### src/rtl/dft_seq_if.sv
// dft_seq_if: datapath strobes and result write-back handshake between dft_sequencer (master) and the MAC datapath (slave)
interface dft_seq_if #(parameter int IDX_W = 12);
  logic fill_en;
  logic [IDX_W-1:0] n_index;
  logic [IDX_W-1:0] k_index;
  logic acc_en;
  logic acc_load;
  logic res_valid;
  logic res_ready;
  logic [IDX_W-1:0] res_addr;
  modport master(output fill_en, n_index, k_index, acc_en, acc_load, res_valid, res_addr, input res_ready);
  modport slave(input fill_en, n_index, k_index, acc_en, acc_load, res_valid, res_addr, output res_ready);
endinterface

### src/rtl/dft_sequencer.sv
// dft_sequencer: direct-DFT controller (RAM->cache fill, n/k sweep with pipeline-latency tokens, stalled write-back); DFT_SEQ_HALF_SPECTRUM_EN stops after bin N/2
module dft_sequencer #(
  parameter int IDX_W = 12,
  parameter int PIPE_LAT = 2
) (
  input logic clk,
  input logic rst,
  input logic start,
  input logic abort,
  input logic [IDX_W-1:0] samp_last,
  input logic data_loaded,
  output logic busy,
  output logic done,
  dft_seq_if.master dp
);
  typedef enum logic [2:0] {IDLE, WAIT_LOAD, FILL, MAC, DRAIN, WRITE} state_t;
  state_t state_q, state_d;
  logic [IDX_W-1:0] n_q, n_d, k_q, k_d, last_q, last_d, k_last;
  logic [PIPE_LAT-1:0] tv_q, tv_d, tl_q, tl_d;
  logic done_q, done_d;
  logic issue;
`ifdef DFT_SEQ_HALF_SPECTRUM_EN
  assign k_last = IDX_W'(({1'b0, last_q} + 1'b1) >> 1);
`else
  assign k_last = last_q;
`endif
  always_comb begin
    state_d = state_q;
    n_d = n_q;
    k_d = k_q;
    last_d = last_q;
    done_d = 1'b0;
    issue = state_q == MAC;
    tv_d = (tv_q << 1) | PIPE_LAT'(issue);
    tl_d = (tl_q << 1) | PIPE_LAT'(issue && n_q == '0);
    if (abort) begin
      state_d = IDLE;
      tv_d = '0;
      tl_d = '0;
    end else begin
      case (state_q)
        IDLE: if (start && samp_last != '0) begin
          state_d = WAIT_LOAD;
          last_d = samp_last;
          n_d = '0;
          k_d = '0;
        end
        WAIT_LOAD: state_d = data_loaded ? FILL : WAIT_LOAD;
        FILL, MAC: begin
          n_d = n_q == last_q ? '0 : n_q + 1'b1;
          state_d = n_q != last_q ? state_q : state_q == FILL ? MAC : DRAIN;
        end
        DRAIN: state_d = tv_d == '0 ? WRITE : DRAIN;
        WRITE: if (dp.res_ready) begin
          state_d = k_q == k_last ? IDLE : MAC;
          done_d = k_q == k_last;
          k_d = k_q == k_last ? k_q : k_q + 1'b1;
        end
        default: state_d = IDLE;
      endcase
    end
  end
  always_ff @(posedge clk or posedge rst) begin
    if (rst) begin
      state_q <= IDLE;
      n_q <= '0;
      k_q <= '0;
      last_q <= '0;
      tv_q <= '0;
      tl_q <= '0;
      done_q <= 1'b0;
    end else begin
      state_q <= state_d;
      n_q <= n_d;
      k_q <= k_d;
      last_q <= last_d;
      tv_q <= tv_d;
      tl_q <= tl_d;
      done_q <= done_d;
    end
  end
  assign busy = state_q != IDLE;
  assign done = done_q;
  assign dp.fill_en = state_q == FILL;
  assign dp.n_index = n_q;
  assign dp.k_index = k_q;
  assign dp.acc_en = tv_q[PIPE_LAT-1];
  assign dp.acc_load = tl_q[PIPE_LAT-1];
  assign dp.res_valid = state_q == WRITE;
  assign dp.res_addr = k_q;
endmodule

### src/flat_wrapper.sv
// flat-port wrapper written by rule: the top's interface ports become plain ports
module dft_sequencer_flat 
#(
  parameter int IDX_W = 12,
  parameter int PIPE_LAT = 2
)
  (clk, rst, start, abort, samp_last, data_loaded, busy, done, dp_fill_en, dp_n_index, dp_k_index, dp_acc_en, dp_acc_load, dp_res_valid, dp_res_addr, dp_res_ready);
  dft_seq_if #(.IDX_W(IDX_W)) dp_i ();
  input logic clk;
  input logic rst;
  input logic start;
  input logic abort;
  input logic [IDX_W-1:0] samp_last;
  input logic data_loaded;
  output logic busy;
  output logic done;
  output wire logic [$bits(dp_i.fill_en)-1:0] dp_fill_en;
  output wire logic [$bits(dp_i.n_index)-1:0] dp_n_index;
  output wire logic [$bits(dp_i.k_index)-1:0] dp_k_index;
  output wire logic [$bits(dp_i.acc_en)-1:0] dp_acc_en;
  output wire logic [$bits(dp_i.acc_load)-1:0] dp_acc_load;
  output wire logic [$bits(dp_i.res_valid)-1:0] dp_res_valid;
  output wire logic [$bits(dp_i.res_addr)-1:0] dp_res_addr;
  input wire logic [$bits(dp_i.res_ready)-1:0] dp_res_ready;
  assign dp_fill_en = dp_i.fill_en;
  assign dp_n_index = dp_i.n_index;
  assign dp_k_index = dp_i.k_index;
  assign dp_acc_en = dp_i.acc_en;
  assign dp_acc_load = dp_i.acc_load;
  assign dp_res_valid = dp_i.res_valid;
  assign dp_res_addr = dp_i.res_addr;
  assign dp_i.res_ready = dp_res_ready;
  dft_sequencer #(.IDX_W(IDX_W), .PIPE_LAT(PIPE_LAT)) u_core (.clk(clk), .rst(rst), .start(start), .abort(abort), .samp_last(samp_last), .data_loaded(data_loaded), .busy(busy), .done(done), .dp(dp_i));
endmodule
### config.mk
export PLATFORM = sky130hd
export DESIGN_NAME = dft_sequencer_flat
export DESIGN_NICKNAME = d
export VERILOG_FILES = /design/src/rtl/dft_seq_if.sv /design/src/rtl/dft_sequencer.sv /design/src/flat_wrapper.sv
export SDC_FILE = /design/constraint.sdc
export NUM_CORES = 1
export LEC_CHECK = 0
export CORE_UTILIZATION = 52
export DETAILED_ROUTE_END_ITERATION = 16
export GPL_TIMING_DRIVEN = 0
export PLACE_DENSITY_LB_ADDON = 0.25
export SLEW_MARGIN = 20
export SYNTH_ARGS = -nofsm -noshare
export SYNTH_HDL_FRONTEND = slang
export SYNTH_SLANG_ARGS = --single-unit
export TNS_END_PERCENT = 50
### constraint.sdc
create_clock -name clk -period 2.08 [get_ports clk]
set_input_delay 0.52 -clock clk [delete_from_list [all_inputs] [get_ports clk]]
set_output_delay 0.52 -clock clk [all_outputs]
set_load 0.02 [all_outputs]
==> metrics.txt, run 1 <==
routed vias 2282; clock root cell clkbuf_8; Leak around 1.5 nW; largest net degree at the start of global routing 26; area leader, netlist dfrtp_1; crit path kind in -> reg; DIE AREA 0.00579 mm2; Num Clock Sinks 44; drt pass-1 iters 4; Slew @ Worst Pin 0.627 ns; WL/cell 16.2 um; Die Height roughly 76 um; CP Capture Type flip-flop; Sum Neg Setup Slack 0 ns; Setup WS post-layout 0.0144 ns; CP arrival 2.25 ns; Max IR drop VDD around 660 uV; RSZ-0062 raised after global routing yes; post-synthesis sequential area ratio 0.385; CTS tree yes; Final Cell Area ~0.0038 mm2; Area growth syn-to-layout 31.8%; worst rel slew slack 0.580; first-pass GRT wire length 11500 um; Synth area leaders dfrtp_1 (39%), xnor2_1 (10%), mux2_4 (6.8%), buf_4 (3.7%), mux2i_1 (3.2%); Post-Syn Area per Cell 10.4 um2; H-Tree Depth 2; max-slew violation count 0; status completed; total core area 0.00520 mm2; P per Cell Area 924 mW/mm2; Rows 26; crit-path max FO 10; Hold Crit Class reg -> reg; final worst path period share 0.993; Worst Setup Start Kind input port; DRC 0; vias in the first global route around 2300; GRT Overall Usage 0.251; post-synth top area share 0.385; grt total ovfl 0; Die Wd 76.1 um; clk_lat worst skew around 0.3 ns; # fillers between 400 and 500; Synth Instances 275; Diodes inserted 0; synthesis warning total 0; Post-Route WL 6760 um; Mapped Area roughly 0.0029 mm2; Peak Freq 484 MHz; Routed Antenna Nets 0; post-DR vias/cell roughly 5.5; crit path time final just over 2 ns; gpl congestion 0.862; DP HPWL 4930 um; Initial Utilization 0.549; dpl ws -0.731 ns; Final Hold Vio Count 0; CTS Buf Count 5; Hold Crit Depth 1; layout cells sized above 1 0.250; CTS Buffer Depth 2; Clock Skew 0.00807 ns; number of antenna violations at the first check in global routing 0; dpl cell area between 0.003 and 0.004 mm2; R2R depth 6; # setup viols final 0; Clk pin slew, worst setup/hold paths 0.08 ns; Synth cell types 51; port bufs 58; Synthesized Nets ~300; total power 3.48 mW; Critical Path RT between 2 and 2.5 ns; Initial DRC Count 171; io pins 60; synthesis-stage register bit count 44; nets between 300 and 400; total of max-cap violations 0
[synth_stat cells, drive strengths merged]
master / n
a22o: 2
nor3b: 1
nor4: 8
or4: 1
a211oi: 6
mux2: 14
and4: 2
mux2i: 9
nand2: 22
xnor2: 33
nand3b: 2
inv: 6
and2b: 1
nor4b: 3
and3: 3
a41oi: 1
a211o: 1
nand3: 9
nor2: 20
buf: 25
o22a: 1
or3: 1
or4b: 1
dfrtp: 44
a31oi: 1
and2: 3
a31o: 1
ha: 3
nor2b: 8
o211ai: 2
nand2b: 8
clkinv: 1
a21oi: 6
o31ai: 2
o21ai: 6
nor3: 7
o22ai: 1
nand4: 10
[repair_timing]
item | in CTS | in global routing
endpoints found under the hold margin | 0 | 0
resized for setup | 27 | 14
hold buffers | 0 | 0
setup buffers | 5 | 1
endpoints found under the setup margin | 38 | 30
pin swaps | 8 | 7
[sequential cells by signal, indices dropped and copies added (netlist names)]
name	count
u_core.dp.k_index	12
u_core.tv_q	2
u_core.k_last	12
u_core.done	1
u_core.dp.n_index	12
u_core.state_q	3
u_core.tl_q	2
[path summary, 6_finish.rpt]
path | to | slack [ns] | from
worst max-delay path | u_core.state_q[0]$_DFFE_PP0P_ | 0.01 | samp_last[11]
worst min-delay path | u_core.tl_q[1]$_DFF_PP0_ | 0.47 | u_core.tl_q[0]$_DFF_PP0_
worst max register to register | u_core.state_q[0]$_DFFE_PP0P_ | 0.12 | u_core.dp.k_index[3]$_DFFE_PP0P_
worst min register to register | u_core.tl_q[1]$_DFF_PP0_ | 0.47 | u_core.tl_q[0]$_DFF_PP0_
max in group asynchronous | u_core.dp.k_index[8]$_DFFE_PP0P_ | 1.04 | rst
min in group asynchronous | u_core.dp.k_index[0]$_DFFE_PP0P_ | 0.54 | rst
[placed cells by master (no fill, tap or decap), types with 2 or more instances in the layout]
| cell type | Yosys | routed |
|---|---|---|
| dlygate4sd2_1 | 0 | 5 |
| and3_1 | 3 | 3 |
| nor2_1 | 19 | 19 |
| buf_4 | 14 | 20 |
| clkbuf_8 | 0 | 6 |
| o21ai_0 | 4 | 4 |
| nand4_1 | 10 | 10 |
| buf_6 | 6 | 7 |
| xnor2_1 | 33 | 33 |
| nor4_1 | 7 | 4 |
| and2_1 | 3 | 3 |
| nor2b_1 | 8 | 7 |
| dfrtp_1 | 44 | 38 |
| a21oi_1 | 5 | 5 |
| nor4_4 | 0 | 3 |
| mux2_4 | 13 | 13 |
| clkdlybuf4s50_1 | 0 | 48 |
| a211oi_2 | 5 | 5 |
| nand3b_1 | 2 | 2 |
| dlymetal6s2s_1 | 0 | 2 |
| mux2i_1 | 9 | 9 |
| o211ai_1 | 2 | 2 |
| ha_1 | 3 | 3 |
| buf_2 | 5 | 5 |
| nand2b_1 | 8 | 8 |
| dfrtp_2 | 0 | 6 |
| nand2_1 | 21 | 20 |
| inv_1 | 6 | 5 |
| nand3_1 | 8 | 8 |
| a22o_1 | 2 | 2 |
| nor4b_2 | 2 | 2 |
| nor3_1 | 6 | 6 |
| clkbuf_1 | 0 | 2 |
| o21ai_1 | 2 | 2 |
[power by group]
group	leakage (nW)	internal (mW)	switching, mW	total [mW]
Combinational	0.929	0.866	0.788	1.65
Clock	0.0455	0.271	0.287	0.558
Sequential	0.574	1.03	0.239	1.27
Total	1.55	2.16	1.31	3.48
[final cells by class]
cell class | count | area (um2) | area share
tap | 70 | 87.6 | 0.0233
clock buffer | 8 | 90.1 | 0.0239
timing repair buffer | 65 | 636 | 0.169
sequential | 44 | 1110 | 0.294
multi-input combinational | 199 | 1600 | 0.424
buffer | 25 | 214 | 0.0568
inverter | 7 | 31.3 | 0.00831
[worst max-delay path, cell delays in order]
cell	delay [ns]
clkdlybuf4s50_1	0.45
nor4_4	0.36
and4_4	0.30
buf_6	0.14
nand3b_1	0.14
mux2_2	0.34
[cell families (layout without fill, tap and decap cells)]
logic type	count (synthesis)	after routing	share of synthesized area
DFF	44	44	0.385
AOI/OAI and AO/OA	30	30	0.0946
buffers and inverters	32	105	0.0802
adders and majority gates	3	3	0.0131
xor gates and xnor gates	33	33	0.101
and+or+nand+nor	110	110	0.222
muxes	23	23	0.104
[layer usage]
| metal | GRT usage | up-vias | wire [um] |
|---|---|---|---|
| li1 | - | 1093 | - |
| met1 | 0.343 | 1101 | 3110 |
| met2 | 0.403 | 81 | 3220 |
| met3 | 0.0383 | 7 | 355 |
| met4 | 0.0981 | 0 | 84 |
| met5 | 0 | - | 0 |
[stage by stage]
| step | utilization | hold WS, ns | cells |
|---|---|---|---|
| CTS | 0.720 | 0.469 | 417 |
| global route | 0.723 | 0.493 | 418 |
| global placement | 0.677 | 0.448 | 403 |
| floorplan | - | 0.439 | 275 |
| detailed placement | 0.681 | 0.451 | 404 |
| finish | 0.723 | 0.468 | 418 |
Power figures use the tool's default switching activity.
==> run 2, diff against run 1 <==
Settings changed: TNS_END_PERCENT 50 to default.
==> metrics.txt, run 2 (synthesized netlist as in run 1, its figures left out) <==
port bufs 58 (unchanged); clk_lat worst skew 0.30 ns (about the same); number of antenna violations at the first check in global routing 0 (unchanged); nets 370 (+0.54%); post-DR vias/cell 5.47 (+0.13%); CP Capture Type flip-flop; Clk pin slew, worst setup/hold paths 0.08 ns (about the same); Leak 1.64 nW (+5.9%); total core area 0.00520 mm2 (unchanged); dpl cell area 0.00354 mm2 (unchanged); drt pass-1 iters 4 (unchanged); H-Tree Depth 2 (unchanged); Post-Route WL 6760 um (about the same); vias in the first global route 2312 (+0.13%); largest net degree at the start of global routing 26 (unchanged); Sum Neg Setup Slack 0 ns (unchanged); status completed; RSZ-0062 raised after global routing yes; Hold Buf Count CTS 0 (unchanged); Die Height 76.1 um (unchanged); total power 3.50 mW (+0.77%); grt total ovfl 0 (unchanged); Peak Freq 491 MHz (+1.4%); Diodes inserted 0 (unchanged); WP depth 7 (+1); Clock Skew 0.00876 ns (+0.000689 ns); CTS Buf Count 5 (unchanged); commonest non-fill, non-tap cell in the layout clkdlybuf4s50_1; crit path kind in -> reg; commonest cells after routing, fill and taps aside clkdlybuf4s50_1 (44), dfrtp_1 (37), xnor2_1 (33); routed vias 2296 (+0.61%); delay-heaviest family, CP simple AND/OR/NAND/NOR gates; Routed Antenna Nets 0 (unchanged); final worst path period share 0.979 (-0.0138); Critical Path Max Stage Delay 0.55 ns (+0.10 ns); clock root cell clkbuf_8; layout cells sized above 1 0.260 (+0.0100); Critical Path, Cell by Cell clkdlybuf4s50_1 > nor4_4 > a41oi_4 > nand2_2 > buf_4 > or4b_1 > nand3_1; fin cells 420 (+0.48%); Final Util 0.738 (+0.0147); DP HPWL 4930 um (unchanged); Num Clock Sinks 44 (unchanged); Die Wd 76.1 um (unchanged); Worst Path Buf+Inv 2 (unchanged); Setup WS post-layout 0.0431 ns (+0.0287 ns); CP arrival 2.28 ns (+0.03 ns); P per Cell Area 912 mW/mm2 (-1.2%); # setup viols final 0 (unchanged); Rows 26 (unchanged); crit-path max FO 4 (-6); GRT Overall Usage 0.253 (+0.00233); Inst Count DP 404 (unchanged); Slew @ Worst Pin 0.633 ns (+0.00582 ns); max-slew violation count 0 (unchanged); dpl ws -0.731 ns (unchanged); DIE AREA 0.00579 mm2 (unchanged); Critical Path RT 2.32 ns (+0.05 ns); Final Cell Area 0.00384 mm2 (+2.0%); Hold Crit Depth 1 (unchanged); Final Hold Vio Count 0 (unchanged); DRC 0 (unchanged); first-pass GRT wire length 11600 um (+0.77%); CTS tree yes; crit path time final 2.04 ns (-0.0287 ns); worst rel slew slack 0.576 (-0.00390); WL/cell 16.1 um (-0.56%); R2R setup slack 0.07 ns (-0.05 ns); Area growth syn-to-layout 34.5%; R2R depth 6 (unchanged); WHS 0.468 ns (-0.000162 ns); slowest cell on the critical path clkdlybuf4s50_1; Max IR drop VDD 660 uV (about the same); CTS Buffer Depth 2 (unchanged); io pins 60 (unchanged); Hold Crit Class reg -> reg; total of max-cap violations 0 (unchanged); Worst Setup Start Kind input port; Initial DRC Count 164 (-4.1%); Initial Utilization 0.549 (unchanged); gpl congestion 0.862 (unchanged)
[run 2: power by group]
part,leakage [nW],switching (mW),internal (mW)
sequential,0.572,0.236,1.03
clock,0.0455,0.288,0.271
combinational,1.02,0.797,0.885
[run 2: final timing paths]
| check | from | endpoint |
|---|---|---|
| max | samp_last[2] | u_core.dp.k_index[2]$_DFFE_PP0P_ |
| min | u_core.tl_q[0]$_DFF_PP0_ | u_core.tl_q[1]$_DFF_PP0_ |
| max reg2reg | u_core.dp.k_index[3]$_DFFE_PP0P_ | u_core.state_q[0]$_DFFE_PP0P_ |
| min reg2reg | u_core.tl_q[0]$_DFF_PP0_ | u_core.tl_q[1]$_DFF_PP0_ |
| max in group asynchronous | rst | u_core.dp.k_index[8]$_DFFE_PP0P_ |
| min in group asynchronous | rst | u_core.dp.k_index[0]$_DFFE_PP0P_ |
[run 2: worst reg2reg max path, stage by stage (launching register included)]
cell and delay [ns]:
dfrtp_2 0.47, xnor2_1 0.18, nand4_1 0.20, o31ai_4 0.47, buf_6 0.22, a21oi_1 0.09, mux2_2 0.27
[run 2: metal layers]
metal,up-vias,GRT usage,share of wire
li1,1100,-,-
met3,13,0.0371,0.052
met1,1105,0.347,0.45
met2,78,0.405,0.47
met5,-,0,0
met4,0,0.100,0.020
[run 2: final cells by class]
cell class	instances	area (um2)
multi-input cells	199	1610
fillers	381	1360
well taps	70	87.6
clock buffers	8	90.1
plain buffers	25	223
inverters	7	31.3
repair buffers	67	692
flip-flops and latches	44	1110
[run 2: repair_timing]
action	in CTS	in global routing
gates cloned	0	0
pin swaps	7	9
hold endpoints to repair	0	0
endpoints found under the setup margin	38	36
setup buffers	6	2
resized for setup	22	28
